[src/rtl/pipe_pkg.sv]
// Shared constants, default widths and the entry type for pipe_stage_buf.
package pipe_pkg;

   // Low 16 bits of the payload when a stage carries no instruction.
   localparam logic [15:0] NOP_INSN = 16'h0800;

   localparam int DEF_DATA_W = 64;
   localparam int DEF_CTRL_W = 16;
   localparam int DEF_CNT_W  = 16;

   // One buffer entry at the default widths.
   typedef struct packed {
      logic                  valid;
      logic [DEF_DATA_W-1:0] data;
      logic [DEF_CTRL_W-1:0] ctrl;
   } entry_t;

   // Number of valid entries held, given the main and skid valid bits.
   function automatic logic [1:0] occ_count(input logic main_v, input logic skid_v);
      return {1'b0, main_v} + {1'b0, skid_v};
   endfunction

endpackage

[src/rtl/pipe_entry.sv]
// Register slice holding one {valid, data, ctrl} entry, with load enable and
// synchronous clear back to the empty NOP value.
module pipe_entry
   import pipe_pkg::*;
#(
   parameter int                DATA_W   = DEF_DATA_W,
   parameter int                CTRL_W   = DEF_CTRL_W,
   parameter logic [DATA_W-1:0] NOP_DATA = DATA_W'(NOP_INSN)
) (
   input  logic              clk,
   input  logic              rst,
   input  logic              en,
   input  logic              clr,
   input  logic              d_valid,
   input  logic [DATA_W-1:0] d_data,
   input  logic [CTRL_W-1:0] d_ctrl,
   output logic              q_valid,
   output logic [DATA_W-1:0] q_data,
   output logic [CTRL_W-1:0] q_ctrl
);

   // Clear wins over load; reset and clear both leave an empty NOP entry.
   always_ff @(posedge clk or negedge rst) begin
      if (!rst) begin
         q_valid <= 1'b0;
         q_data  <= NOP_DATA;
         q_ctrl  <= '0;
      end else if (clr) begin
         q_valid <= 1'b0;
         q_data  <= NOP_DATA;
         q_ctrl  <= '0;
      end else if (en) begin
         q_valid <= d_valid;
         q_data  <= d_data;
         q_ctrl  <= d_ctrl;
      end
   end

endmodule

[src/rtl/pipe_stage_buf.sv]
// Inter-stage pipeline buffer: main entry drives the outputs, skid entry
// absorbs one beat of backpressure so in_ready never depends on out_ready.
//
// Handshake: a beat transfers on a rising edge where valid and ready are both
// high. The sender holds valid/data/ctrl stable until the transfer; ready may
// change freely while valid is low. out_* are stable while out_valid & ~out_ready.
module pipe_stage_buf
   import pipe_pkg::*;
#(
   parameter int                DATA_W       = DEF_DATA_W,
   parameter int                CTRL_W       = DEF_CTRL_W,
   parameter logic [DATA_W-1:0] NOP_DATA     = DATA_W'(NOP_INSN),
   parameter bit                BUBBLE_VALID = 1'b1,
   parameter int                CNT_W        = DEF_CNT_W
) (
   input  logic              clk,
   input  logic              rst,
   input  logic              in_valid,
   output logic              in_ready,
   input  logic [DATA_W-1:0] in_data,
   input  logic [CTRL_W-1:0] in_ctrl,
   input  logic              flush,
   input  logic              bubble,
   output logic              out_valid,
   input  logic              out_ready,
   output logic [DATA_W-1:0] out_data,
   output logic [CTRL_W-1:0] out_ctrl,
   output logic [1:0]        occupancy,
   output logic [CNT_W-1:0]  bubble_cnt
);

   logic              main_v, skid_v;
   logic [DATA_W-1:0] main_data, skid_data, main_d_data;
   logic [CTRL_W-1:0] main_ctrl, skid_ctrl, main_d_ctrl;
   logic              main_en, main_clr, skid_en, skid_clr;
   logic              push, pop, inject;

   // bubble is the only combinational term in in_ready; skid_v is registered.
   assign in_ready  = ~skid_v & ~bubble;
   assign push      = in_valid & in_ready;
   assign pop       = main_v & out_ready;
   assign out_valid = main_v;
   assign out_data  = main_data;
   assign out_ctrl  = main_ctrl;
   assign occupancy = occ_count(main_v, skid_v);

   // A NOP beat is injected only if main would otherwise be empty after this edge.
   assign inject = BUBBLE_VALID && bubble && !flush && (!main_v || (pop && !skid_v));

   // Entry update control: flush > bubble injection > normal push/pop movement.
   always_comb begin
      main_en     = 1'b0;
      main_clr    = 1'b0;
      main_d_data = in_data;
      main_d_ctrl = in_ctrl;
      skid_en     = 1'b0;
      skid_clr    = 1'b0;
      if (flush) begin
         main_clr = 1'b1;
         skid_clr = 1'b1;
      end else if (inject) begin
         main_en     = 1'b1;
         main_d_data = NOP_DATA;
         main_d_ctrl = '0;
      end else if (pop) begin
         if (skid_v) begin
            main_en     = 1'b1;
            main_d_data = skid_data;
            main_d_ctrl = skid_ctrl;
            skid_clr    = 1'b1;
         end else if (push) begin
            main_en = 1'b1;
         end else begin
            main_clr = 1'b1;
         end
      end else if (push) begin
         if (main_v) skid_en = 1'b1;
         else        main_en = 1'b1;
      end
   end

   // Saturating count of injected NOP beats.
   always_ff @(posedge clk or negedge rst) begin
      if (!rst)                                bubble_cnt <= '0;
      else if (inject && (bubble_cnt != '1))   bubble_cnt <= bubble_cnt + CNT_W'(1);
   end

   pipe_entry #(.DATA_W(DATA_W), .CTRL_W(CTRL_W), .NOP_DATA(NOP_DATA)) u_main (
      .clk     (clk),
      .rst     (rst),
      .en      (main_en),
      .clr     (main_clr),
      .d_valid (1'b1),
      .d_data  (main_d_data),
      .d_ctrl  (main_d_ctrl),
      .q_valid (main_v),
      .q_data  (main_data),
      .q_ctrl  (main_ctrl)
   );

   pipe_entry #(.DATA_W(DATA_W), .CTRL_W(CTRL_W), .NOP_DATA(NOP_DATA)) u_skid (
      .clk     (clk),
      .rst     (rst),
      .en      (skid_en),
      .clr     (skid_clr),
      .d_valid (1'b1),
      .d_data  (in_data),
      .d_ctrl  (in_ctrl),
      .q_valid (skid_v),
      .q_data  (skid_data),
      .q_ctrl  (skid_ctrl)
   );

endmodule

[config.mk]
export PLATFORM = sky130hd
export DESIGN_NAME = pipe_stage_buf
export DESIGN_NICKNAME = d
export VERILOG_FILES = /design/src/rtl/pipe_pkg.sv /design/src/rtl/pipe_entry.sv /design/src/rtl/pipe_stage_buf.sv
export SDC_FILE = /design/constraint.sdc
export NUM_CORES = 1
export LEC_CHECK = 0
export ABC_CLOCK_PERIOD_IN_PS = 2200
export BUFFER_PORTS_ARGS = -buffer_cell sky130_fd_sc_hd__buf_2
export CAP_MARGIN = 20
export CORE_MARGIN = 1
export CORE_UTILIZATION = 50
export DETAILED_ROUTE_END_ITERATION = 12
export GPL_ROUTABILITY_DRIVEN = 0
export PLACE_DENSITY = 0.88
export SLEW_MARGIN = 20
export SYNTH_ARGS = -nofsm -noshare
export SYNTH_HDL_FRONTEND = slang
export SYNTH_SLANG_ARGS = --single-unit
[constraint.sdc]
create_clock -name clk -period 2.2 [get_ports clk]
set_clock_uncertainty 0.15 [all_clocks]
set_input_delay 0.66 -clock clk [delete_from_list [all_inputs] [get_ports clk]]
set_output_delay 0.66 -clock clk [all_outputs]
set_load 0.02 [all_outputs]
======== After elaboration in Yosys (flattened, before gate mapping) ========
Index checks and enable logic that the tools add are counted.
storage, ports and cells
  word-level logic and storage cells ...... 66
  bits of input ports ..................... 86
  bits in registers ....................... 178
  output and inout bits ................... 100
cells by class
  equal/unequal tests ..................... 1
  add/sub/neg operators ................... 2
  bitwise operators ....................... 5
  muxes and demuxes ....................... 41
  reductions and logical operators ........ 10
operators with widths
  operator                                       count
  two-way mux 64 bit                             8
  two-way mux 16 bit                             8
  two-way mux 1 bit                              25
  adder 16 x 1 -> 16 bit, second input constant  1
  inequality test 16 bit, second input constant  1
  logical AND 1 bit                              4
  nonzero test 2 bit                             2
  bitwise AND 1 bit                              3
  logical NOT 1 bit                              3
  adder 1 x 1 -> 2 bit                           1
  inverter 1 bit                                 2
  logical OR 1 bit                               1

======== Depth between registers and ports, before layout ========
  depth in word-level cells ............... 10
  mapped depth ............................ 7
  gate-level depth less buffers ........... 5

======== By module ========
Synthesis repeated with hierarchy kept, for this count alone.
unflattened totals
  cell total of the unflattened synthesis .. 877
  area, all modules ....................... 8,770.9 sq um
modules (own cells, without submodules)
  module          times used  sequential area each (sq um)  cells each  area each (sq um)
  pipe_entry      2           2,028.2                       261         3,359.5
  pipe_stage_buf  1           400.4                         355         2,052.0

======== Worst setup path before layout ========
No wires, ideal clock.
  kind .................................... input port to flip-flop
  from .................................... in flush
  to ...................................... reg bubble_cnt[15]
  buffers on the path ..................... 1
  cell stages on the path ................. 5
  slack ................................... 0.109 ns
  library setup time ...................... 0.128 ns
  data arrival time ....................... 1.813 ns
  required time ........................... 1.922 ns
  path through ............................ buf_2 nand2b_4 a2111oi_4 nand3_1 mux2_1
between the ends
  cells in the longest elaborated chain, start to end .. 4
ends and longest elaborated chain
  item                            line                  text
  start, declared                 pipe_stage_buf.sv:22  input logic flush,
  logical NOT 1 bit               pipe_stage_buf.sv:48  assign inject = BUBBLE_VALID && bubble && !flush && (!main_v || (pop && !skid_v));
  logical AND 1 bit (2 in a row)  pipe_stage_buf.sv:48
  logical AND 1 bit               pipe_stage_buf.sv:85  else if (inject && (bubble_cnt != '1)) bubble_cnt <= bubble_cnt + CNT_W'(1);
  end signal, assigned            pipe_stage_buf.sv:85
  end, declared                   pipe_stage_buf.sv:29  output logic [CNT_W-1:0] bubble_cnt
No other way between the ends.
A chain may end at the register's enable or synchronous reset.

======== Worst setup path in the final report ========
  from .................................... reg u_skid.q_valid
  to ...................................... out occupancy[0]
between the ends
  cells in the longest elaborated chain, start to end .. 1
ends and longest elaborated chain
  item                    line                  text
  start, declared         pipe_entry.sv:17      output logic q_valid,
  start signal, assigned  pipe_entry.sv:33      q_valid <= d_valid;
  adder 1 x 1 -> 2 bit    pipe_pkg.sv:20        return {1'b0, main_v} + {1'b0, skid_v};
  end, declared           pipe_stage_buf.sv:28  output logic [1:0] occupancy,
No other way between the ends.

==> impl_metrics.tcl <==
set metrics [dict create \
    fin_crit_sh 0.972 \
    grt_max_degree 56 \
    syn_nets 626 \
    setup.worst_path.start_class "flop" \
    synth_edf_count 0 \
    routed-via-count 5514 \
    dieArea_um2 15400 \
    drv_cap 0 \
    wire_per_inst_um 19.2 \
    cts_tree "yes" \
    ir_drop_mv 0.595 \
    drc 0 \
    hold_viol 0 \
    dp_hpwl_mm 11.7 \
    start_util 0.512 \
    ys_types 40 \
    fin_nets 812 \
    drt-total-wl_mm 17.7 \
    cts_sinks 178 \
    period_minus_slack_ns 2.14 \
    p_leak_nw 5.16 \
    yosysSeqAreaShare 0.599 \
    detail_route.first_pass.iterations 4 \
    cts_root_buffer "clkbuf_16" \
    ys_warn_count 0 \
    final_core_util 0.641 \
    fmax_ghz 0.468 \
    cp_max_fo 8 \
    async_reset_ff_frac 1.00 \
    end_kind "output port" \
    ant_nets 0 \
    synth-seq-cells 178 \
    finalSetupViolCount 0 \
    cpPeakStageDelay_ns 0.47 \
    diodes 0 \
    status "finished clean" \
    core.rowCount 44 \
    die_x_um 124 \
    netlist_area_um2 7440 \
    drive_gt1_frac 0.347 \
    dp_cells 887 \
    pin_count 186 \
    clk-insertion-delay-late_ns 0.42 \
    synth_cells 538 \
    routed_via_density 5.99 \
    rsz0062_at_grt "no" \
    relSlewSlack 0.705 \
    area_growth_pct 25.3 \
    path_cells "ha_1 > buf_2" \
    track_usage 0.233 \
    setup_ws_ns 0.0622 \
    ys.flop_type "dfrtp_1" \
    path_clk_slew_ns 0.07 \
    drv_slew 0 \
    dr.first_iter.drc_count 388 \
    grt_pass1_wl_mm 27.6 \
    grt_overflow_total 0 \
    hold_path.class "flop to flop" \
    avgSynthCellArea_um2 13.8 \
    cts_buffer_depth 2 \
    portBuffers 185 \
    grt_pass1_vias 5455 \
    critical_path_class "flop to output port" \
    layout.cells.non_filler 921 \
    fillers 1077 \
    fp.coreArea_um2 14500 \
    worstMarginPinSlew_ns 0.443 \
    fp.dieH_um 124 \
    power.density_nw_per_um2 772 \
    arrival_ns 1.33 \
    slowest_stage "dfrtp_2" \
    h-tree-depth 4 \
    cts_buffers 17 \
    antenna_found_initial 0 \
    worstPathRequired_ns 1.39 \
    pre_cts_slack_ns -0.0161 \
]
[routing by layer]
layer	global-route usage	wire, µm
met2	0.370	8610
met1	0.316	7850
met4	0.0707	104
met5	0	0
met3	0.0582	1160
[placed cells by master, fill, tap and decap left out, types with 2 or more instances in the layout]
cell and count:
a2111oi_4 2, a21oi_1 6, a21oi_4 2, a221oi_1 2, a22o_1 79, a31oi_1 2, and4_1 2, buf_12 12
buf_2 184, buf_4 14, clkbuf_16 17, clkinv_2 2, clkinv_4 4, clkinvlp_4 3, dfrtp_1 174, dfrtp_2 2
dfstp_2 2, ha_1 2, inv_1 4, inv_6 4, mux2_1 2, mux2i_1 79, nand2_1 4, nand2b_1 2
nand2b_4 2, nand3_1 6, nand4_1 4, nand4b_1 2, nor2_1 5, nor2b_1 2, o2bb2ai_1 79, xnor2_1 7
xor2_1 5
[final cells by class]
class                           count  area (µm²)  area share
Inverter                            4        15.0     0.00161
Clock inverter                     13         103      0.0110
Clock buffer                       19         443      0.0475
Tap cell                          184         230      0.0247
Multi-Input combinational cell    311        2780       0.298
Timing Repair Buffer              212        1290       0.138
Sequential cell                   178        4460       0.479
[cell families after synthesis]
logic type               after synthesis  synth area share
adder cells (fa/ha/maj)                2           0.00336
multiplexers                          81             0.109
flip-flops                           178             0.599
buffers and inverters                 49            0.0291
AND/OR/NAND/NOR                       39            0.0352
XOR/XNOR                              12            0.0141
AO/OA/AOI/OAI                        177             0.210
[report_power, final]
part | switching (mW) | leakage (nW) | internal (mW)
sequential | 0.127 | 2.44 | 3.41
clock | 1.30 | 0.261 | 1.49
combinational | 0.537 | 2.46 | 0.328
total | 1.96 | 5.16 | 5.23
[worst paths after layout]
check | start | end | slack (ns) | cells past startpoint
hold / removal | u_main.q_data[11] | u_main.q_data[11] | 0.33 | 2
setup / recovery | u_skid.q_valid | occupancy[0] | 0.06 | 2
setup reg to reg | u_skid.q_valid | u_skid.q_data[18] | 0.23 | 5
max in group asynchronous | rst | u_main.q_data[46] | 0.74 | 3
hold reg to reg | u_main.q_data[11] | u_main.q_data[11] | 0.33 | 2
min in group asynchronous | rst | u_main.q_data[25] | 0.51 | 2
[repair_timing]
| action | in CTS | in global routing |
|---|---|---|
| hold buffers | 1 | 0 |
| endpoints found under the hold margin | 19 | 0 |
| resized for setup | 1 | 1 |
| setup buffers | 1 | 0 |
| setup endpoints to repair | 1 | 1 |
[critical path, delay by kind of cell, from the launching register on]
| family | cells | cell delay [ns] |
|---|---|---|
| fa+ha+maj | 1 | 0.28 |
| buf+inv | 1 | 0.16 |
| flops | 1 | 0.47 |
[registers in the layout, indices dropped and copies added (netlist names)]
signal	cells
u_main.q_data	64
u_skid.q_ctrl	16
bubble_cnt	16
u_main.q_ctrl	16
u_skid.q_valid	1
u_skid.q_data	64
u_main.q_valid	1
[Yosys cell counts (all sizes together), types with 2 or more instances]
cell	instances	area, µm²
o2bb2ai	79	692
xor2	5	43.8
xnor2	7	61.3
a221oi	2	17.5
a211o	2	17.5
dfrtp	176	4400
nand2b	4	40.0
a21oi	8	47.6
inv	4	15.0
a22o	79	692
nand2	4	15.0
and4	2	17.5
clkbuf	19	71.3
nor2	5	18.8
nand4b	2	17.5
nand4	4	25.0
mux2i	79	791
nand3	6	30.0
dfstp	2	52.6
a2111oi	2	55.1
mux2	2	22.5
nor2b	2	12.5
buf	26	130
and4bb	2	25.0
ha	2	25.0
a31oi	2	12.5
[through the flow]
step | hold WS [ns] | TNS [ns] | instance area (µm²) | total power, mW
6_report | 0.325 | 0 | 9320 | 7.19
5_1_grt | 0.308 | 0 | 9320 | 7.46
4_1_cts | 0.304 | 0 | 9320 | 7.25
3_5_place_dp | 0.318 | -0.230 | 8750 | 4.46
3_3_place_gp | 0.300 | 0 | 8750 | 4.42
2_1_floorplan | 0.214 | 0 | 7440 | 4.02
Power figures use the tool's default switching activity.
